**config.mk**
```make
export PLATFORM = sky130hd
export DESIGN_NAME = fp_tamsayi_cevirme
export DESIGN_NICKNAME = d
export VERILOG_FILES = /design/src/rtl/fp_tamsayi_cevirme.sv
export SDC_FILE = /design/constraint.sdc
export NUM_CORES = 1
export LEC_CHECK = 0
export BUFFER_PORTS_ARGS = -buffer_cell sky130_fd_sc_hd__buf_2
export CORE_MARGIN = 3
export CORE_UTILIZATION = 42
export DETAILED_ROUTE_END_ITERATION = 8
export PLACE_DENSITY_LB_ADDON = 0.08
export SYNTH_ARGS = -nofsm -noshare
export SYNTH_HDL_FRONTEND = slang
export SYNTH_SLANG_ARGS = --single-unit
```
**constraint.sdc**
```tcl
create_clock -name clk_i -period 3.95 [get_ports clk_i]
set_input_delay 0.1975 -clock clk_i [delete_from_list [all_inputs] [get_ports clk_i]]
set_output_delay 0.1975 -clock clk_i [all_outputs]
set_load 0.02 [all_outputs]
```
**src/rtl/fp_tamsayi_cevirme.sv**
```systemverilog
`default_nettype none
// ============================================================================
// Module   : fp_tamsayi_cevirme
// Desc     : IEEE-754 float to W-bit signed integer converter with a
//            one-bit-per-cycle aligner. Define FP_TAMSAYI_YUVARLAMA_EN for
//            round-to-nearest-even; otherwise the result truncates toward zero.
// Revision : 1.0 - initial release
// ============================================================================
module fp_tamsayi_cevirme #(
    parameter int b = 32,
    parameter int e = 8,
    parameter int m = 23,
    parameter int W = 32
) (
    input  logic         clk_i,
    input  logic         rst_i,
    input  logic         gecerli_i,
    input  logic [b-1:0] sayi_i,
    output logic         hazir_o,
    output logic         gecerli_o,
    input  logic         alici_hazir_i,
    output logic [W-1:0] sonuc_o,
    output logic         tasma_o,
    output logic         gecersiz_o
);

    // Accumulator holds either the widest left-aligned integer or the raw significand.
    localparam int AW     = (m + 1 > W) ? m + 1 : W;
    localparam int NW     = $clog2(AW + 1);
    localparam int c_bias = (1 << (e - 1)) - 1;

    localparam logic [AW:0]  c_max_pos = {{(AW + 2 - W){1'b0}}, {(W - 1){1'b1}}};
    localparam logic [AW:0]  c_max_neg = (AW + 1)'(1) << (W - 1);
    localparam logic [W-1:0] c_sat_pos = {1'b0, {(W - 1){1'b1}}};
    localparam logic [W-1:0] c_sat_neg = {1'b1, {(W - 1){1'b0}}};

    typedef enum logic [2:0] {
        S_IDLE   = 3'd0,
        S_DECODE = 3'd1,
        S_SHIFT  = 3'd2,
        S_FINAL  = 3'd3,
        S_OUT    = 3'd4
    } durum_t;

    durum_t         durum_q, durum_d;
    logic [b-1:0]   sayi_q, sayi_d;
    logic [AW-1:0]  acc_q, acc_d;
    logic [NW-1:0]  n_q, n_d;
    logic           sol_q, sol_d;
    logic           hazir_q, hazir_d;
    logic           gecerli_q, gecerli_d;
    logic [W-1:0]   sonuc_q, sonuc_d;
    logic           tasma_q, tasma_d;
    logic           gecersiz_q, gecersiz_d;
`ifdef FP_TAMSAYI_YUVARLAMA_EN
    logic           guard_q, guard_d;
    logic           sticky_q, sticky_d;
`endif

    logic               w_isaret;
    logic [e-1:0]       w_us;
    logic [m-1:0]       w_man;
    logic               w_us_dolu;
    logic               w_us_sifir;
    logic               w_man_sifir;
    logic signed [31:0] w_k;
    logic               w_buyuk;
    logic               w_sol;
    logic [NW-1:0]      w_n;
    logic               w_inc;
    logic [AW:0]        w_mag;
    logic [W-1:0]       w_mag_w;
    logic [W-1:0]       w_neg;
    logic               w_tasma_son;

    assign w_isaret    = sayi_q[b-1];
    assign w_us        = sayi_q[b-2:m];
    assign w_man       = sayi_q[m-1:0];
    assign w_us_dolu   = &w_us;
    assign w_us_sifir  = ~|w_us;
    assign w_man_sifir = ~|w_man;
    assign w_k         = $signed(32'(w_us)) - c_bias;

    // -2^(W-1) is the only representable value with k = W-1.
    assign w_buyuk = (w_k > (W - 1)) ||
                     ((w_k == (W - 1)) && !(w_isaret && w_man_sifir));
    assign w_sol   = (w_k >= m);
    assign w_n     = w_sol ? NW'(w_k - m) : NW'(m - w_k);

`ifdef FP_TAMSAYI_YUVARLAMA_EN
    assign w_inc = guard_q & (sticky_q | acc_q[0]);
`else
    assign w_inc = 1'b0;
`endif

    assign w_mag       = {1'b0, acc_q} + (AW + 1)'(w_inc);
    assign w_mag_w     = w_mag[W-1:0];
    assign w_neg       = -w_mag_w;
    assign w_tasma_son = w_isaret ? (w_mag > c_max_neg) : (w_mag > c_max_pos);

    always_comb begin
        durum_d    = durum_q;
        sayi_d     = sayi_q;
        acc_d      = acc_q;
        n_d        = n_q;
        sol_d      = sol_q;
        hazir_d    = 1'b0;
        gecerli_d  = 1'b0;
        sonuc_d    = sonuc_q;
        tasma_d    = tasma_q;
        gecersiz_d = gecersiz_q;
`ifdef FP_TAMSAYI_YUVARLAMA_EN
        guard_d    = guard_q;
        sticky_d   = sticky_q;
`endif
        case (durum_q)
            S_IDLE: begin
                hazir_d = 1'b1;
                if (gecerli_i) begin
                    sayi_d     = sayi_i;
                    tasma_d    = 1'b0;
                    gecersiz_d = 1'b0;
                    hazir_d    = 1'b0;
                    durum_d    = S_DECODE;
                end
            end
            S_DECODE: begin
                durum_d = S_OUT;
`ifdef FP_TAMSAYI_YUVARLAMA_EN
                guard_d  = 1'b0;
                sticky_d = 1'b0;
`endif
                if (w_us_dolu && !w_man_sifir) begin
                    sonuc_d    = '0;
                    gecersiz_d = 1'b1;
                end else if (w_us_dolu || w_buyuk) begin
                    sonuc_d = w_isaret ? c_sat_neg : c_sat_pos;
                    tasma_d = 1'b1;
                end else if (w_us_sifir) begin
                    sonuc_d = '0;
                end else if (w_k < 0) begin
                    acc_d   = '0;
                    durum_d = S_FINAL;
`ifdef FP_TAMSAYI_YUVARLAMA_EN
                    // k = -1 puts the hidden bit exactly at the half position.
                    guard_d  = (w_k == -1);
                    sticky_d = (w_k != -1) || !w_man_sifir;
`endif
                end else begin
                    acc_d   = AW'({1'b1, w_man});
                    sol_d   = w_sol;
                    n_d     = w_n;
                    durum_d = (w_n == '0) ? S_FINAL : S_SHIFT;
                end
            end
            S_SHIFT: begin
                if (sol_q) begin
                    acc_d = acc_q << 1;
                end else begin
                    acc_d = acc_q >> 1;
`ifdef FP_TAMSAYI_YUVARLAMA_EN
                    guard_d  = acc_q[0];
                    sticky_d = sticky_q | guard_q;
`endif
                end
                n_d = n_q - NW'(1);
                if (n_q == NW'(1)) begin
                    durum_d = S_FINAL;
                end
            end
            S_FINAL: begin
                durum_d = S_OUT;
                if (w_tasma_son) begin
                    sonuc_d = w_isaret ? c_sat_neg : c_sat_pos;
                    tasma_d = 1'b1;
                end else begin
                    sonuc_d = w_isaret ? w_neg : w_mag_w;
                end
            end
            S_OUT: begin
                // First OUT cycle raises gecerli_o; the handshake is only seen after that.
                if (gecerli_q && alici_hazir_i) begin
                    durum_d = S_IDLE;
                    hazir_d = 1'b1;
                end else begin
                    gecerli_d = 1'b1;
                end
            end
            default: begin
                durum_d = S_IDLE;
                hazir_d = 1'b1;
            end
        endcase
    end

    always_ff @(posedge clk_i) begin
        if (rst_i) begin
            durum_q    <= S_IDLE;
            sayi_q     <= '0;
            acc_q      <= '0;
            n_q        <= '0;
            sol_q      <= 1'b0;
            hazir_q    <= 1'b1;
            gecerli_q  <= 1'b0;
            sonuc_q    <= '0;
            tasma_q    <= 1'b0;
            gecersiz_q <= 1'b0;
`ifdef FP_TAMSAYI_YUVARLAMA_EN
            guard_q    <= 1'b0;
            sticky_q   <= 1'b0;
`endif
        end else begin
            durum_q    <= durum_d;
            sayi_q     <= sayi_d;
            acc_q      <= acc_d;
            n_q        <= n_d;
            sol_q      <= sol_d;
            hazir_q    <= hazir_d;
            gecerli_q  <= gecerli_d;
            sonuc_q    <= sonuc_d;
            tasma_q    <= tasma_d;
            gecersiz_q <= gecersiz_d;
`ifdef FP_TAMSAYI_YUVARLAMA_EN
            guard_q    <= guard_d;
            sticky_q   <= sticky_d;
`endif
        end
    end

    assign hazir_o    = hazir_q;
    assign gecerli_o  = gecerli_q;
    assign sonuc_o    = sonuc_q;
    assign tasma_o    = tasma_q;
    assign gecersiz_o = gecersiz_q;

endmodule

`default_nettype wire

```
==> impl_results.md <==
- PortBufs: 71
- First-pass GRT wire length: between 20000 and 30000 um
- Fin cells: slightly below 1000
- Syn avg cell area: 8.15 um2
- Worst r2r src: sayi_q[25]
- Unrepaired setup endpoints after global routing: no
- Mapped Nets: 809
- TritonCTS clock tree: yes
- Worst path cell trace: nand3_1, xor2_1, inv_1, ha_1, nand3_1, a21oi_1, o311a_1, a21oi_1, o211a_1
- Hold_ws: slightly below 0.07 ns
- Largest net degree at the start of global routing: 59
- DRT Pass-1 Iters: 5
- Top cells by area, synth: dfxtp_1 35%, nand2_1 5.9%, a21oi_1 5.0%
- Pins Over Slew Limit: 0
- VDD IR max: ~0.23 mV
- Area of the multi-input gates: 3690 um2
- Hold Crit Depth: 3
- Routed len/inst: about 18 um
- Status: finished clean
- Total Wirelength: 17100 um
- Setup Crit Path Kind: reg2reg
- Die H: 128 um
- Via-to-Cell Ratio: 5.88
- Grt ovf: 0
- Netlist cell types: 66
- Mapped Cells: 764
- DRC Markers: 0
- Final Cycle Share: 92.1%
- I/O pins: a little over 70
- Post-CTS Setup Inserts: 0
- Crit path largest cell delay: 1.05 ns
- Ys flop type: dfxtp_1
- Vias in the first global route: 5380
- # diodes: 0
- Syn. warnings: 0
- CTS Buf Count: 9
- Post-CTS sizing: 0
- CTS H-Tree Depth: 3
- Total GRT Usage: 20.8%
- Detail Route Antenna Nets: 0
- Leakage: 2.65 nW
- Synth top area share: 35.3%
- Placed cell count: 958
- WP data required: 4.25 ns
- Sequential share of the synthesized area: 35.3%
- Synthesized cell area: approximately 6200 um2
- R2R setup slack: 0.31 ns
- Setup Skew: 0.00837 ns
- Endpoint, Worst Hold: sayi_q[14]
- Worst slew pin tran: 1.31 ns
- Number of buffers and inverters on the critical path: 1
- Post-synth EDFFs: 0
- Clk sinks: 110
- Nature of the critical path endpoint: register
- CP Launch Type: register
- Yosys top cell by area: dfxtp_1
- Hold Crit Class: in2reg
- Layout cells sized above 1: 16.5%
- Number of max-cap violations: 0
- Core ar.: 14200 um2
- Min Tclk post-route: between 3 and 4 ns
- Starting Density: between 40% and 50%
- Worst-path clk slew: 0.08 ns
- Setup_tns: 0 ns
- Die ar.: between 15000 and 20000 um2
- Final setup viols: 0
- Row Count: 43
- Worst Reg-to-Reg Cells: 9
- Peak Freq: 275 MHz
- Area occupied by registers: 2200 um2
- Clock latency at the later pin of the worst-skew pair: 0.36 ns
- Max clock buf depth: 2
- CP arrival: between 3 and 4 ns
- Commonest cells post-synth: 110 x dfxtp_1, 98 x nand2_1, 73 x nor2_1
- R2r endpoint: sonuc_o[9]
- Worst-path maximum fanout: 16
- Die X: 128 um
- Initial antenna violation count: 0
- Hold path startpoint: sayi_i[14]
- Most numerous cell in the Yosys netlist: dfxtp_1
- Hold Buf Count CTS: 0
- Final hold vios: 0
- Hpwl dp: 12000 um
- Pwr dens: between 600 and 700 nW/um2
- Yosys reg bits: 110
- Area grow syn2layout: 10.9%
- Async SR Flop Fraction: 0%
- Routability cong.: about 0.97
- Slew HR: 12.6%
- Total power: roughly 4.3 mW
- Delay-heaviest family, CP: compound AO/OA/AOI/OAI gates
- Number of fillers in the final layout: about 1400
- Via count: ~5700
- Worst path slowest cell: a21oi_1
- Post-layout net count: roughly 830
- Drt first-iter violations: 478
- CTS root buf: clkbuf_16
-- layout by cell type, fill, tap and decap left out, drive strengths merged, types with 14 or more instances in the layout --
cell	instances
a21oi	62
a221oi	23
a31oi	26
buf	82
dfxtp	110
inv	16
mux2i	28
nand2	98
nand3	16
nor2	74
nor4	14
o211a	16
o21ai	39
xor2	30
-- area by class of cell --
| cell class | count | share of cell area, % |
|---|---|---|
| Timing Repair Buffer | 82 | 6.34 |
| Clock inverter | 5 | 0.924 |
| Multi-Input combinational cell | 573 | 53.4 |
| Tap cell | 180 | 3.26 |
| Sequential cell | 110 | 31.9 |
| Clock buffer | 11 | 3.51 |
| Inverter | 13 | 0.706 |
-- registers in the layout, summed over array words and instances (netlist names), 3 cells and up --
name	flops
acc_q	32
sayi_q	32
sonuc_o	32
n_q	6
durum_q	3
-- how the worst max path moves through the flow --
stage / end / start / depth (start not counted)
6_report: sonuc_o[9] / sayi_q[25] / 9
5_1_grt: sonuc_o[28] / sayi_q[25] / 9
4_1_cts: sonuc_o[9] / sayi_q[25] / 9
3_5_place_dp: sonuc_o[9] / sayi_q[25] / 9
3_3_place_gp: sonuc_o[19] / sayi_q[25] / 9
2_1_floorplan: acc_q[13] / sayi_q[25] / 12
-- layer usage --
| layer | up-vias | track usage [%] | part of all wire, % |
|---|---|---|---|
| met5 | - | 0 | 0 |
| met4 | 0 | 6.55 | 1.6 |
| met3 | 19 | 3.21 | 5.5 |
| met2 | 154 | 31.5 | 44 |
| met1 | 2694 | 30.4 | 49 |
| li1 | 2861 | - | - |
-- logic make-up after synthesis --
| family | share of synthesized area (%) |
|---|---|
| adders and majority gates | 1.81 |
| buffers and inverters | 5.44 |
| xor gates and xnor gates | 5.18 |
| and+or+nand+nor | 19.8 |
| DFF | 35.3 |
| muxes | 5.58 |
| AOI/OAI and AO/OA | 26.8 |
-- worst register-to-register path: cells and delay by family (launching register included) --
kind / cells / cell delay (ns)
AOI/OAI and AO/OA: 4 / 1.97
buffers and inverters: 1 / 0.21
adders and majority gates: 1 / 0.26
and+or+nand+nor: 2 / 0.23
xor gates and xnor gates: 1 / 0.44
DFF: 1 / 0.48
-- power by group --
group / internal (mW) / leakage, nW / switching, mW
logic: 0.643 / 1.61 / 1.06
registers: 1.35 / 0.898 / 0.299
clock network: 0.517 / 0.147 / 0.443
total: 2.51 / 2.65 / 1.80
-- through the flow --
step,utilization [%],setup slack [ns],cell area [um2]
after detailed placement,46.5,0.303,6600
after global routing,48.6,0.0194,6910
after CTS,48.6,0.286,6910
after floorplan,-,1.17,6230
after global placement,46.5,0.513,6600
final,48.6,0.311,6910
(Power assumes the default switching activity.)
